### config.mk
export PLATFORM = sky130hd
export DESIGN_NAME = ppi_nport
export DESIGN_NICKNAME = d
export VERILOG_FILES = /design/src/rtl/ppi_pkg.sv /design/src/rtl/ppi_port_fifo.sv /design/src/rtl/ppi_nport.sv
export SDC_FILE = /design/constraint.sdc
export NUM_CORES = 1
export LEC_CHECK = 0
export ABC_CLOCK_PERIOD_IN_PS = 3880
export CORE_ASPECT_RATIO = 0.75
export CORE_MARGIN = 2
export CORE_UTILIZATION = 40
export CTS_CLUSTER_SIZE = 10
export DETAILED_ROUTE_END_ITERATION = 8
export PLACE_DENSITY_LB_ADDON = 0.12
export SYNTH_ARGS = -nofsm -noshare
export SYNTH_HDL_FRONTEND = slang
export SYNTH_SLANG_ARGS = --single-unit
### constraint.sdc
create_clock -name clk -period 3.88 [get_ports clk]
set_input_delay 0.776 -clock clk [delete_from_list [all_inputs] [get_ports clk]]
set_output_delay 0.776 -clock clk [all_outputs]
set_load 0.005 [all_outputs]
### src/rtl/ppi_pkg.sv
// Shared mode encodings and register-map helpers for the parallel peripheral interface.
package ppi_pkg;

  // Per-port operating modes, held in CTRL[p] bits [1:0].
  localparam logic [1:0] MODE_BASIC_IN  = 2'b00;
  localparam logic [1:0] MODE_BASIC_OUT = 2'b01;
  localparam logic [1:0] MODE_STB_IN    = 2'b10;
  localparam logic [1:0] MODE_STB_OUT   = 2'b11;

  // Register offsets: DATA/CTRL pairs per port, then PEND and ERR.
  function automatic int data_addr(input int p);
    return 2 * p;
  endfunction

  function automatic int ctrl_addr(input int p);
    return 2 * p + 1;
  endfunction

  function automatic int pend_addr(input int nports);
    return 2 * nports;
  endfunction

  function automatic int err_addr(input int nports);
    return 2 * nports + 1;
  endfunction

  // Both output modes have bit 0 set, so it doubles as the pad output enable.
  function automatic logic mode_drives(input logic [1:0] mode);
    return mode[0];
  endfunction

endpackage

### src/rtl/ppi_port_fifo.sv
// Small synchronous FIFO that buffers strobed-input samples for one port.
// A pop is honoured only when non-empty. A push is honoured when not full,
// or when a pop happens in the same cycle. A flush empties the FIFO and
// overrides any same-cycle push or pop.
module ppi_port_fifo
  import ppi_pkg::*;
#(
  parameter int W          = 8,
  parameter int FIFO_DEPTH = 4
) (
  input  logic         clk,
  input  logic         reset,
  input  logic         flush,
  input  logic         push,
  input  logic         pop,
  input  logic [W-1:0] din,
  output logic [W-1:0] dout,
  output logic         full,
  output logic         empty
);

  localparam int AW = $clog2(FIFO_DEPTH);

  logic [W-1:0]  mem [FIFO_DEPTH];
  logic [AW-1:0] wr_ptr;
  logic [AW-1:0] rd_ptr;
  logic [AW:0]   count;
  logic          do_push;
  logic          do_pop;

  assign full    = (count == (AW + 1)'(FIFO_DEPTH));
  assign empty   = (count == '0);
  assign do_pop  = pop & ~empty & ~flush;
  assign do_push = push & ~flush & (~full | do_pop);
  assign dout    = mem[rd_ptr];

  // Storage array; contents are don't-care while the entry is not counted.
  always_ff @(posedge clk) begin
    if (do_push) mem[wr_ptr] <= din;
  end

  // Pointer and occupancy bookkeeping.
  always_ff @(posedge clk or posedge reset) begin
    if (reset) begin
      wr_ptr <= '0;
      rd_ptr <= '0;
      count  <= '0;
    end else if (flush) begin
      wr_ptr <= '0;
      rd_ptr <= '0;
      count  <= '0;
    end else begin
      if (do_push) wr_ptr <= wr_ptr + AW'(1);
      if (do_pop)  rd_ptr <= rd_ptr + AW'(1);
      case ({do_push, do_pop})
        2'b10:   count <= count + (AW + 1)'(1);
        2'b01:   count <= count - (AW + 1)'(1);
        default: count <= count;
      endcase
    end
  end

endmodule

### src/rtl/ppi_nport.sv
// Multi-port parallel peripheral interface with a small register bus.
// Bus protocol: rd and wr are single-cycle strobes that are never both high.
// A write takes effect on the clock edge that ends its cycle. A read
// presents the addressed value on rdata from the next cycle onward, and
// rdata holds that value until the next rd.
module ppi_nport
  import ppi_pkg::*;
#(
  parameter int NPORTS     = 3,
  parameter int W          = 8,
  parameter int FIFO_DEPTH = 4,
  parameter int ADDR_W     = 4
) (
  input  logic                clk,
  input  logic                reset,
  input  logic                rd,
  input  logic                wr,
  input  logic [ADDR_W-1:0]   addr,
  input  logic [W-1:0]        wdata,
  output logic [W-1:0]        rdata,
  input  logic [NPORTS*W-1:0] port_in,
  output logic [NPORTS*W-1:0] port_out,
  output logic [NPORTS-1:0]   port_oe,
  input  logic [NPORTS-1:0]   stb_n,
  input  logic [NPORTS-1:0]   ack_n,
  output logic [NPORTS-1:0]   ibf,
  output logic [NPORTS-1:0]   obf,
  output logic                irq
);

  localparam logic [ADDR_W-1:0] A_PEND = ADDR_W'(pend_addr(NPORTS));
  localparam logic [ADDR_W-1:0] A_ERR  = ADDR_W'(err_addr(NPORTS));

  logic [NPORTS-1:0]   pending;
  logic [NPORTS-1:0]   ien_vec;
  logic [NPORTS-1:0]   ovf_vec;
  logic [NPORTS*W-1:0] data_rd;
  logic [NPORTS*W-1:0] ctrl_rd;
  logic [W-1:0]        rd_val;
  logic                pend_wr;
  logic                err_wr;

  assign pend_wr = wr & (addr == A_PEND);
  assign err_wr  = wr & (addr == A_ERR);

  for (genvar p = 0; p < NPORTS; p++) begin : g_port
    localparam logic [ADDR_W-1:0] A_DATA = ADDR_W'(data_addr(p));
    localparam logic [ADDR_W-1:0] A_CTRL = ADDR_W'(ctrl_addr(p));

    logic [2:0]   stb_sh;
    logic [2:0]   ack_sh;
    logic [1:0]   mode;
    logic         irq_en;
    logic [W-1:0] latch;
    logic         obf_r;
    logic         pend_r;
    logic         ovf_r;
    logic         data_wr;
    logic         ctrl_wr;
    logic         data_rd_sel;
    logic         mode_chg;
    logic         stb_fall;
    logic         ack_fall;
    logic         out_wr;
    logic         f_push;
    logic         f_pop;
    logic         f_full;
    logic         f_empty;
    logic [W-1:0] f_dout;
    logic         ovf_in;

    assign data_wr     = wr & (addr == A_DATA);
    assign ctrl_wr     = wr & (addr == A_CTRL);
    assign data_rd_sel = rd & (addr == A_DATA);
    assign mode_chg    = ctrl_wr & (wdata[1:0] != mode);

    // sh[0], sh[1] form the synchroniser; sh[2] is the previous synchronised value.
    assign stb_fall = stb_sh[2] & ~stb_sh[1];
    assign ack_fall = ack_sh[2] & ~ack_sh[1] & (mode == MODE_STB_OUT) & obf_r;

    assign out_wr = data_wr & (mode == MODE_STB_OUT);
    assign f_push = stb_fall & (mode == MODE_STB_IN);
    assign f_pop  = data_rd_sel & (mode == MODE_STB_IN);
    // A pop only happens when full is also non-empty, so the pop term alone suffices.
    assign ovf_in = f_push & f_full & ~f_pop;

    ppi_port_fifo #(
      .W          (W),
      .FIFO_DEPTH (FIFO_DEPTH)
    ) u_fifo (
      .clk   (clk),
      .reset (reset),
      .flush (mode_chg),
      .push  (f_push),
      .pop   (f_pop),
      .din   (port_in[p*W +: W]),
      .dout  (f_dout),
      .full  (f_full),
      .empty (f_empty)
    );

    // Synchronisers, control register, output latch and handshake flags.
    always_ff @(posedge clk or posedge reset) begin
      if (reset) begin
        stb_sh <= '1;
        ack_sh <= '1;
        mode   <= MODE_BASIC_IN;
        irq_en <= 1'b0;
        latch  <= '0;
        obf_r  <= 1'b0;
        pend_r <= 1'b0;
        ovf_r  <= 1'b0;
      end else begin
        stb_sh <= {stb_sh[1:0], stb_n[p]};
        ack_sh <= {ack_sh[1:0], ack_n[p]};
        if (ctrl_wr) begin
          mode   <= wdata[1:0];
          irq_en <= wdata[2];
        end
        if (mode_chg) begin
          obf_r  <= 1'b0;
          pend_r <= 1'b0;
          ovf_r  <= 1'b0;
        end else begin
          // Later assignments win: PEND clear < ack < data write.
          if (pend_wr && wdata[p]) pend_r <= 1'b0;
          if (ack_fall) begin
            obf_r  <= 1'b0;
            pend_r <= 1'b1;
          end
          if (out_wr) begin
            latch  <= wdata;
            obf_r  <= 1'b1;
            pend_r <= 1'b0;
          end
          if (data_wr && (mode == MODE_BASIC_OUT)) latch <= wdata;
          // An ack in the same cycle consumed the old data, so that is not an overrun.
          if (err_wr && wdata[p]) ovf_r <= 1'b0;
          if (ovf_in || (out_wr && obf_r && !ack_fall)) ovf_r <= 1'b1;
        end
      end
    end

    assign port_out[p*W +: W] = latch;
    assign port_oe[p]         = mode_drives(mode);
    assign ibf[p]             = (mode == MODE_STB_IN) & f_full;
    assign obf[p]             = obf_r;
    assign ien_vec[p]         = irq_en;
    assign ovf_vec[p]         = ovf_r;
    assign pending[p]         = (mode == MODE_STB_IN)  ? ~f_empty :
                                (mode == MODE_STB_OUT) ? pend_r   : 1'b0;
    assign ctrl_rd[p*W +: W]  = W'({irq_en, mode});
    assign data_rd[p*W +: W]  = (mode == MODE_BASIC_IN) ? port_in[p*W +: W] :
                                (mode == MODE_STB_IN)   ? (f_empty ? '0 : f_dout) :
                                latch;
  end

  // Read-data mux; unmapped addresses return zero.
  always_comb begin
    rd_val = '0;
    if (addr == A_PEND) rd_val = W'(pending);
    if (addr == A_ERR)  rd_val = W'(ovf_vec);
    for (int p = 0; p < NPORTS; p++) begin
      if (addr == ADDR_W'(data_addr(p))) rd_val = data_rd[p*W +: W];
      if (addr == ADDR_W'(ctrl_addr(p))) rd_val = ctrl_rd[p*W +: W];
    end
  end

  // Registered read data, updated only on a read strobe.
  always_ff @(posedge clk or posedge reset) begin
    if (reset)   rdata <= '0;
    else if (rd) rdata <= rd_val;
  end

  assign irq = |(pending & ien_vec);

endmodule

==> flow_metrics.env, run 1 <==
export IMPL_rsz0062_at_grt="false"
export IMPL_slew_headroom=0.490
export IMPL_cp_required_ns=3.10
export IMPL_period_share=0.827
export IMPL_wl_per_cell_um=21.4
export IMPL_grt_use_total=0.205
export IMPL_crit_fanout=8
export IMPL_viasPerCell=5.59
export IMPL_ys_warn_count=0
export IMPL_cp_start_kind="flop"
export IMPL_final_nets=818
export IMPL_drtAntennaViolNets=0
export IMPL_worstMarginPinSlew_ns=0.755
export IMPL_maxCapViolations=0
export IMPL_fin_crit_ns=3.21
export IMPL_synth_ff_type="edfxtp_1"
export IMPL_io_buffers=87
export IMPL_worst_clock_skew_ns=0.00914
export IMPL_finalSetupTns_ns=0
export IMPL_clock_path_buffers=2
export IMPL_cts_sinks=185
export IMPL_cts_tree="yes"
export IMPL_initial_core_util=0.409
export IMPL_grt_pass1_wl_mm=35.4
export IMPL_hold_slack_ns=0.357
export IMPL_area_growth_pct=19.8
export IMPL_hold_path_class="reg2reg"
export IMPL_critical_path_top_delay_family="simple AND/OR/NAND/NOR gates"
export IMPL_core_area_um2=21200
export IMPL_die_area_um2=22900
export IMPL_cts_clk_slew_worst_paths_ns=0.07
export IMPL_ios=88
export IMPL_worstSkewPairLatency_ns=0.43
export IMPL_num_rows=46
export IMPL_antenna_found_initial=0
export IMPL_drive_gt1_frac=0.161
export IMPL_hold_viol=0
export IMPL_final_cell_area_um2=10400
export IMPL_drtIter0Drc=595
export IMPL_path_cells="or3_1 -> o2111ai_1 -> nand3_1 -> clkdlybuf4s50_1"
export IMPL_critPathBufInv=1
export IMPL_wirelength_mm=22.6
export IMPL_dr_pass1_iters=7
export IMPL_seq_area_frac_synth=0.592
export IMPL_final_cell_mix="edfxtp_1 (96), clkdlybuf4s50_1 (87), nand2_1 (77)"
export IMPL_placed_area_um2=9810
export IMPL_nFillCells=1898
export IMPL_layout_commonest_cell="edfxtp_1"
export IMPL_first_global_vias=5906
export IMPL_synth_fp_nets=737
export IMPL_arrival_ns=2.43
export IMPL_path_class="reg2out"
export IMPL_synth_edff_count=96
export IMPL_grt_max_degree=51
export IMPL_cp_end_kind="output pin"
export IMPL_cts_inserted_buffers=17
export IMPL_max_freq_mhz=312
export IMPL_leakagePower_nw=3.94
export IMPL_grt_overflow=0
export IMPL_vias=5910
export IMPL_ys_types=72
export IMPL_diodes=0
export IMPL_dp_hpwl_mm=16.9
export IMPL_place_inst=1026
export IMPL_total_power_mw=5.61
export IMPL_setup_violations=0
export IMPL_drv_slew=0
export IMPL_synth_cells=676
export IMPL_async_flop_share=0.481
export IMPL_die_x_um=174
export IMPL_ir_worst_vdd_mv=0.320
export IMPL_status="finished, final reports clean"
export IMPL_ys_seq_elements=185
export IMPL_syn_area_um2=8670
export IMPL_route_detailed_drc=0
export IMPL_hold_buffers=0
export IMPL_avgSynthCellArea_um2=12.8
export IMPL_cts_setup_buffers=0
export IMPL_instances_no_fill=1058
export IMPL_clockRootBuffer="clkbuf_16"
export IMPL_place_gp_congestion=0.907
export IMPL_cp_slowest_cell="or3_1"
export IMPL_cp_slowest_stage_delay_ns=0.56
export IMPL_die_h_um=131
export IMPL_cts_resized=0
export IMPL_cts_max_level=4
export IMPL_p_per_area_nw_per_um2=540
[per-stage QoR]
| step | setup slack, ns | util |
|---|---|---|
| after floorplan | 0.827 | - |
| after global placement | 0.415 | 0.463 |
| after detailed placement | 0.317 | 0.463 |
| after CTS | 0.734 | 0.491 |
| after global routing | 0.491 | 0.491 |
| final | 0.672 | 0.491 |
[where the power goes]
part           internal (mW)  total [mW]  switching (mW)
sequential              2.32        2.58           0.258
combinational          0.629        1.31           0.684
clock                  0.955        1.72           0.760
total                   3.90        5.61            1.70
[sequential cells by signal, summed over array words and instances, names as in the netlist]
name                  count
g_port.ovf_r              3
g_port.stb_sh             9
g_port.ack_sh             9
g_port.u_fifo.rd_ptr      6
g_port.obf_r              3
g_port.u_fifo.wr_ptr      6
g_port.u_fifo.mem        96
g_port.latch             24
g_port.u_fifo.count       9
g_port.mode               6
g_port.pend_r             3
g_port.irq_en             3
rdata                     8
[logic make-up (layout without fill, tap and decap cells)]
| family | Yosys count | count (layout) | synth area share |
|---|---|---|---|
| AOI/OAI and AO/OA | 123 | 123 | 0.0973 |
| DFF | 185 | 185 | 0.592 |
| xor gates and xnor gates | 15 | 15 | 0.0152 |
| buffers and inverters | 65 | 159 | 0.0358 |
| and+or+nand+nor | 225 | 225 | 0.139 |
| muxes | 48 | 48 | 0.0967 |
| adders and majority gates | 15 | 15 | 0.0242 |
[cells in the mapped netlist (12+ instances only)]
cell type	instances	area, µm²
inv_1	21	78.8
o21ai_0	35	175
mux2_2	16	180
dfrtp_1	71	1780
a21oi_1	17	85.1
clkbuf_1	16	60.1
ha_1	12	150
nand2_1	77	289
buf_2	14	70.1
mux4_2	27	608
nor2_1	34	128
nor2b_1	16	100
and2_1	19	119
edfxtp_1	96	2880
nand3_1	16	80.1
dfstp_2	18	473
[final timing paths]
kind	startpoint	to	slack [ns]	cells after the start
max	g_port[0].u_fifo.count[2]$_DFFE_PP0P_	irq	0.67	4
max reg2reg	g_port[2].mode[1]$_DFFE_PP0P_	g_port[2].u_fifo.mem[0][5]$_DFFE_PP_	1.18	5
max in group asynchronous	reset	g_port[0].stb_sh[1]$_DFF_PP1_	2.27	3
min in group asynchronous	reset	g_port[2].u_fifo.count[1]$_DFFE_PP0P_	0.80	2
min	g_port[2].ack_sh[0]$_DFF_PP1_	g_port[2].ack_sh[1]$_DFF_PP1_	0.36	0
min reg2reg	g_port[2].ack_sh[0]$_DFF_PP1_	g_port[2].ack_sh[1]$_DFF_PP1_	0.36	0
[layer usage]
metal	part of all wire	wire length (µm)	vias to the layer above	track usage
met4	0.010	229	0	0.0509
met5	0	0	-	0
met2	0.45	10300	207	0.305
li1	-	-	2670	-
met1	0.48	10800	3015	0.308
met3	0.056	1280	18	0.0399
[layout make-up]
cell class                 instances  area [µm²]  area share
inverter                          21        81.3     0.00783
sequential                       185        5130       0.494
clock buffer                      18         429      0.0413
timing repair buffer             106        1010      0.0975
clock inverter                    14         146      0.0141
tap                              288         360      0.0347
multi-input combinational        426        3230       0.311
Note: power is estimated with default switching activity, not from simulation.
==> inputs of run 2 (changes only) <==
ABC_CLOCK_PERIOD_IN_PS = 2900   (was 3880)
clock period = 2.9 ns   (was 3.88 ns; I/O delays follow)
==> run 2 against run 1 <==
Compared with the run above: design area up 4.8%; worst setup slack worse by 0.62 ns; register-to-register slack worse by 0.62 ns; via count up 4.2%; sequential share of layout area down 2.3 points; die area unchanged; clock power up 28%; hold slack about the same.
==> flow_metrics.env, run 2 (synthesis results as in run 1) <==
export IMPL_wirelength_mm=22.8
export IMPL_cp_start_kind="flop"
export IMPL_leakagePower_nw=4.22
export IMPL_path_class="reg2out"
export IMPL_drive_gt1_frac=0.217
export IMPL_maxCapViolations=0
export IMPL_die_h_um=131
export IMPL_grt_pass1_wl_mm=35.8
export IMPL_cts_tree="yes"
export IMPL_arrival_ns=2.27
export IMPL_instances_no_fill=1107
export IMPL_slew_headroom=0.487
export IMPL_cp_required_ns=2.32
export IMPL_final_nets=867
export IMPL_setup_violations=0
export IMPL_wl_per_cell_um=20.6
export IMPL_grt_overflow=0
export IMPL_drtAntennaViolNets=0
export IMPL_route_detailed_drc=0
export IMPL_cp_end_kind="output pin"
export IMPL_path_cells="or3_4 -> o2111ai_1 -> nand3_1 -> clkdlybuf4s50_1"
export IMPL_ir_worst_vdd_mv=0.431
export IMPL_diodes=0
export IMPL_grt_max_degree=44
export IMPL_num_rows=46
export IMPL_initial_core_util=0.409
export IMPL_hold_path_class="reg2reg"
export IMPL_worstMarginPinSlew_ns=0.760
export IMPL_die_area_um2=22900
export IMPL_finalSetupTns_ns=0
export IMPL_drv_slew=0
export IMPL_worstSkewPairLatency_ns=0.43
export IMPL_hold_viol=0
export IMPL_vias=6161
export IMPL_fin_crit_ns=2.85
export IMPL_reg_largest_list="g_port.u_fifo.mem: 96 flops, g_port.latch: 24 flops"
export IMPL_core_area_um2=21200
export IMPL_viasPerCell=5.57
export IMPL_period_share=0.984
export IMPL_first_global_vias=6190
export IMPL_rsz0062_at_grt="false"
export IMPL_ios=88
export IMPL_cts_max_level=4
export IMPL_largest_register_ffs=96
export IMPL_final_cell_mix="edfxtp_1 (96), clkdlybuf4s50_1 (87), nand2_1 (77)"
export IMPL_regMostFlops="g_port.u_fifo.mem"
export IMPL_clockRootBuffer="clkbuf_16"
export IMPL_max_freq_mhz=351
export IMPL_die_x_um=174
export IMPL_cts_inserted_buffers=17
export IMPL_place_inst=1075
export IMPL_worst_clock_skew_ns=0.00906
export IMPL_clock_path_buffers=2
export IMPL_cp_slowest_cell="clkdlybuf4s50_1"
export IMPL_p_per_area_nw_per_um2=694
export IMPL_antenna_found_initial=0
export IMPL_place_gp_congestion=0.879
export IMPL_final_cell_area_um2=10900
export IMPL_placed_area_um2=10300
export IMPL_cp_slowest_stage_delay_ns=0.50
export IMPL_drtIter0Drc=560
export IMPL_crit_fanout=8
export IMPL_io_buffers=87
export IMPL_cts_setup_buffers=0
export IMPL_layout_commonest_cell="edfxtp_1"
export IMPL_grt_use_total=0.205
export IMPL_cts_sinks=185
export IMPL_status="finished, final reports clean"
export IMPL_cts_clk_slew_worst_paths_ns=0.07
export IMPL_dp_hpwl_mm=17.1
export IMPL_area_growth_pct=25.6
export IMPL_dr_pass1_iters=5
==> run 2: final cells by class <==
| type | instances | area [µm²] |
|---|---|---|
| Timing Repair Buffer | 155 | 1520 |
| Inverter | 21 | 81.3 |
| Sequential cell | 185 | 5130 |
| Fill cell | 1850 | 10300 |
| Tap cell | 288 | 360 |
| Clock buffer | 23 | 493 |
| Multi-Input combinational cell | 426 | 3240 |
| Clock inverter | 9 | 63.8 |
==> run 2: final timing paths <==
| check | from | endpoint | slack, ns | depth (start not counted) |
|---|---|---|---|---|
| min in group asynchronous | reset | g_port[2].u_fifo.count[0]$_DFFE_PP0P_ | 0.56 | 2 |
| max | g_port[0].u_fifo.count[1]$_DFFE_PP0P_ | irq | 0.05 | 4 |
| min | g_port[1].ack_sh[0]$_DFF_PP1_ | g_port[1].ack_sh[1]$_DFF_PP1_ | 0.36 | 0 |
| max in group asynchronous | reset | g_port[0].ack_sh[1]$_DFF_PP1_ | 1.65 | 3 |
| min reg2reg | g_port[1].ack_sh[0]$_DFF_PP1_ | g_port[1].ack_sh[1]$_DFF_PP1_ | 0.36 | 0 |
| max reg2reg | g_port[2].u_fifo.count[0]$_DFFE_PP0P_ | g_port[2].u_fifo.count[2]$_DFFE_PP0P_ | 0.56 | 7 |
==> run 2: metrics by stage <==
step	utilization	setup WS, ns	power, mW	hold slack (ns)
global placement	0.487	-0.0587	5.32	0.346
detailed placement	0.487	-0.115	5.37	0.348
floorplan	-	0.0429	4.53	0.345
finish	0.514	0.0478	7.56	0.357
global route	0.514	0.00658	7.95	0.358
CTS	0.514	0.0762	7.60	0.357
==> run 2: worst max-delay path, delay by kind of cell (launching register included) <==
family | cells | cell delay, ns
DFF | 1 | 0.43
AOI/OAI and AO/OA | 1 | 0.26
buffers and inverters | 1 | 0.50
and+or+nand+nor | 2 | 0.66
==> run 2: where the power goes <==
group / leakage (nW) / switching [mW] / total [mW] / internal [mW]
clock: 0.278 / 0.989 / 2.20 / 1.21
sequential: 1.99 / 0.318 / 3.42 / 3.10
combinational: 1.96 / 0.973 / 1.94 / 0.966
total: 4.22 / 2.28 / 7.56 / 5.28
==> run 2: timing repair <==
| item | in CTS | in global routing |
|---|---|---|
| resized for setup | 2 | 1 |
| hold buffers | 0 | 0 |
| endpoints found under the setup margin | 1 | 1 |
==> run 2: per-layer routing <==
metal,vias up,routed length (µm),GRT usage
met5,-,0,0
met4,0,182,0.0359
met3,17,1640,0.0466
met2,239,10200,0.310
met1,3145,10800,0.306
li1,2760,-,-
==> inputs of run 3 (changes only) <==
ABC_CLOCK_PERIOD_IN_PS = 3450   (was 2900)
clock period = 3.45 ns   (was 2.9 ns; I/O delays follow)
==> run 3 against run 2 <==
Compared with the run above: clock power is 12% lower; non-clock buffer count is 42 lower; die area stayed put; total power is 16% lower; count of clock-buffer cells in the layout is 5 lower; critical path depth stayed put; worst setup slack better by 0.31 ns; sequential power is 15% lower; via count is 3.4% lower; critical path type unchanged; critical endpoint unchanged; largest cell class unchanged.
==> flow_metrics.env, run 3 (synthesis results as in run 1) <==
export IMPL_die_h_um=131
export IMPL_cts_resized=0
export IMPL_final_cell_mix="edfxtp_1 (96), clkdlybuf4s50_1 (87), nand2_1 (77)"
export IMPL_drtAntennaViolNets=0
export IMPL_cp_slowest_cell="or3_1"
export IMPL_place_gp_congestion=0.899
export IMPL_p_per_area_nw_per_um2=605
export IMPL_first_global_vias=6006
export IMPL_route_detailed_drc=0
export IMPL_hold_path_class="reg2reg"
export IMPL_rrSetupSlack_ns=0.85
export IMPL_multi_input_area_um2=3230
export IMPL_worstMarginPinSlew_ns=0.831
export IMPL_cts_tree="yes"
export IMPL_reg_largest_list="g_port.u_fifo.mem: 96 flops, g_port.latch: 24 flops"
export IMPL_cts_inserted_buffers=17
export IMPL_maxCapViolations=0
export IMPL_num_rows=46
export IMPL_grt_max_degree=56
export IMPL_viasPerCell=5.59
export IMPL_drive_gt1_frac=0.171
export IMPL_slew_headroom=0.439
export IMPL_grt_pass1_wl_mm=35.5
export IMPL_initial_core_util=0.409
export IMPL_clockRootBuffer="clkbuf_16"
export IMPL_reg2regPathDepth=7
export IMPL_r2r_start="g_port[1].u_fifo.count[0]$_DFFE_PP0P_"
export IMPL_hold_viol=0
export IMPL_dr_pass1_iters=5
export IMPL_layout_commonest_cell="edfxtp_1"
export IMPL_crit_fanout=8
export IMPL_path_class="reg2out"
export IMPL_io_buffers=87
export IMPL_antenna_found_initial=1
export IMPL_cts_setup_buffers=0
export IMPL_critPathBufInv=1
export IMPL_die_x_um=174
export IMPL_min_from="g_port[1].ack_sh[0]$_DFF_PP1_"
export IMPL_worstSkewPairLatency_ns=0.43
export IMPL_clock_path_buffers=2
export IMPL_die_area_um2=22900
export IMPL_p_sw_frac=0.302
export IMPL_cts_max_level=4
export IMPL_total_power_mw=6.33
export IMPL_wirelength_mm=22.4
export IMPL_vias=5954
export IMPL_worst_clock_skew_ns=0.00927
export IMPL_max_freq_mhz=323
export IMPL_pwr_share_clk=0.307
export IMPL_diodes=0
export IMPL_timing_rr_end="g_port[1].u_fifo.count[2]$_DFFE_PP0P_"
export IMPL_pwr_share_seq=0.459
export IMPL_hold_buffers=0
export IMPL_worstHoldPathCells=0
export IMPL_path_cells="or3_1 -> o2111ai_1 -> nand3_1 -> clkdlybuf4s50_1"
export IMPL_grt_use_total=0.205
export IMPL_crit_cells=4
export IMPL_rsz0062_at_grt="false"
export IMPL_ir_worst_vdd_mv=0.321
export IMPL_status="finished, final reports clean"
export IMPL_drv_slew=0
export IMPL_cp_required_ns=2.76
export IMPL_p_int_mw=4.42
export IMPL_arrival_ns=2.41
export IMPL_cts_sinks=185
export IMPL_drtIter0Drc=537
export IMPL_setup_violations=0
export IMPL_final_nets=825
export IMPL_cp_end_kind="output pin"
export IMPL_largest_register_ffs=96
export IMPL_whs_endpoint="g_port[1].ack_sh[1]$_DFF_PP1_"
export IMPL_final_cell_area_um2=10500
export IMPL_period_share=0.897
export IMPL_finalSetupTns_ns=0
export IMPL_wl_per_cell_um=21.1
export IMPL_core_area_um2=21200
export IMPL_leakagePower_nw=3.98
export IMPL_combPwrFrac=0.234
export IMPL_switchingPower_mw=1.91
export IMPL_ff_latch_area_um2=5130
export IMPL_cp_start_kind="flop"
export IMPL_regMostFlops="g_port.u_fifo.mem"
export IMPL_dp_hpwl_mm=16.9
export IMPL_ios=88
export IMPL_area_growth_pct=20.7
export IMPL_placed_area_um2=9880
export IMPL_fin_crit_ns=3.10
export IMPL_critical_path_top_delay_family="simple AND/OR/NAND/NOR gates"
export IMPL_nFillCells=1915
export IMPL_cts_clk_slew_worst_paths_ns=0.07
export IMPL_cp_slowest_stage_delay_ns=0.57
export IMPL_grt_overflow=0
run 3: cell types whose count changed in the layout (fill, tap and decap cells not counted), moves of 3 or more:
cell and delta:
buf_12 -10, buf_4 -32, or3_1 +3, or3_4 -3
run 3: worst max path at each step:
stage	startpoint	endpoint	slack, ns
after global routing	g_port[0].u_fifo.count[2]$_DFFE_PP0P_	irq	0.27
after CTS	g_port[0].u_fifo.count[2]$_DFFE_PP0P_	irq	0.38
after detailed placement	addr[3]	g_port[2].u_fifo.count[2]$_DFFE_PP0P_	0.22
after global placement	addr[0]	g_port[1].u_fifo.mem[1][0]$_DFFE_PP_	0.32
final	g_port[0].u_fifo.count[2]$_DFFE_PP0P_	irq	0.35
after floorplan	reset	g_port[0].irq_en$_DFFE_PP0P_	0.48
run 3: final cells by class:
cell class | instances | share of cell area
clock buffers | 18 | 0.0420
clock inverters | 14 | 0.0139
inverters | 21 | 0.00777
multi-input cells | 426 | 0.308
flip-flops and latches | 185 | 0.490
well taps | 288 | 0.0344
repair buffers | 113 | 0.103
run 3: through the flow:
stage | std cells | utilization | setup WS (ns) | hold slack, ns
finish | 1065 | 0.494 | 0.354 | 0.358
global placement | 1033 | 0.466 | 0.322 | 0.346
global route | 1065 | 0.494 | 0.268 | 0.364
floorplan | 676 | - | 0.483 | 0.345
CTS | 1065 | 0.494 | 0.375 | 0.359
detailed placement | 1033 | 0.466 | 0.220 | 0.349
run 3: per-layer routing:
metal	global-route usage	part of all wire	routed length, µm	up-vias
li1	-	-	-	2689
met1	0.298	0.46	10400	3011
met2	0.304	0.45	10100	236
met3	0.0605	0.079	1780	16
met4	0.0453	0.0077	172	2
met5	0	0.00058	13	-
run 3: power groups by stage:
stage	logic [mW]	clock network, mW	registers [mW]
after detailed placement	1.48	0	2.95
after floorplan	1.00	0	2.81
after global placement	1.46	0	2.94
after global routing	1.64	2.07	2.95
final	1.48	1.94	2.91
after CTS	1.49	1.97	2.91
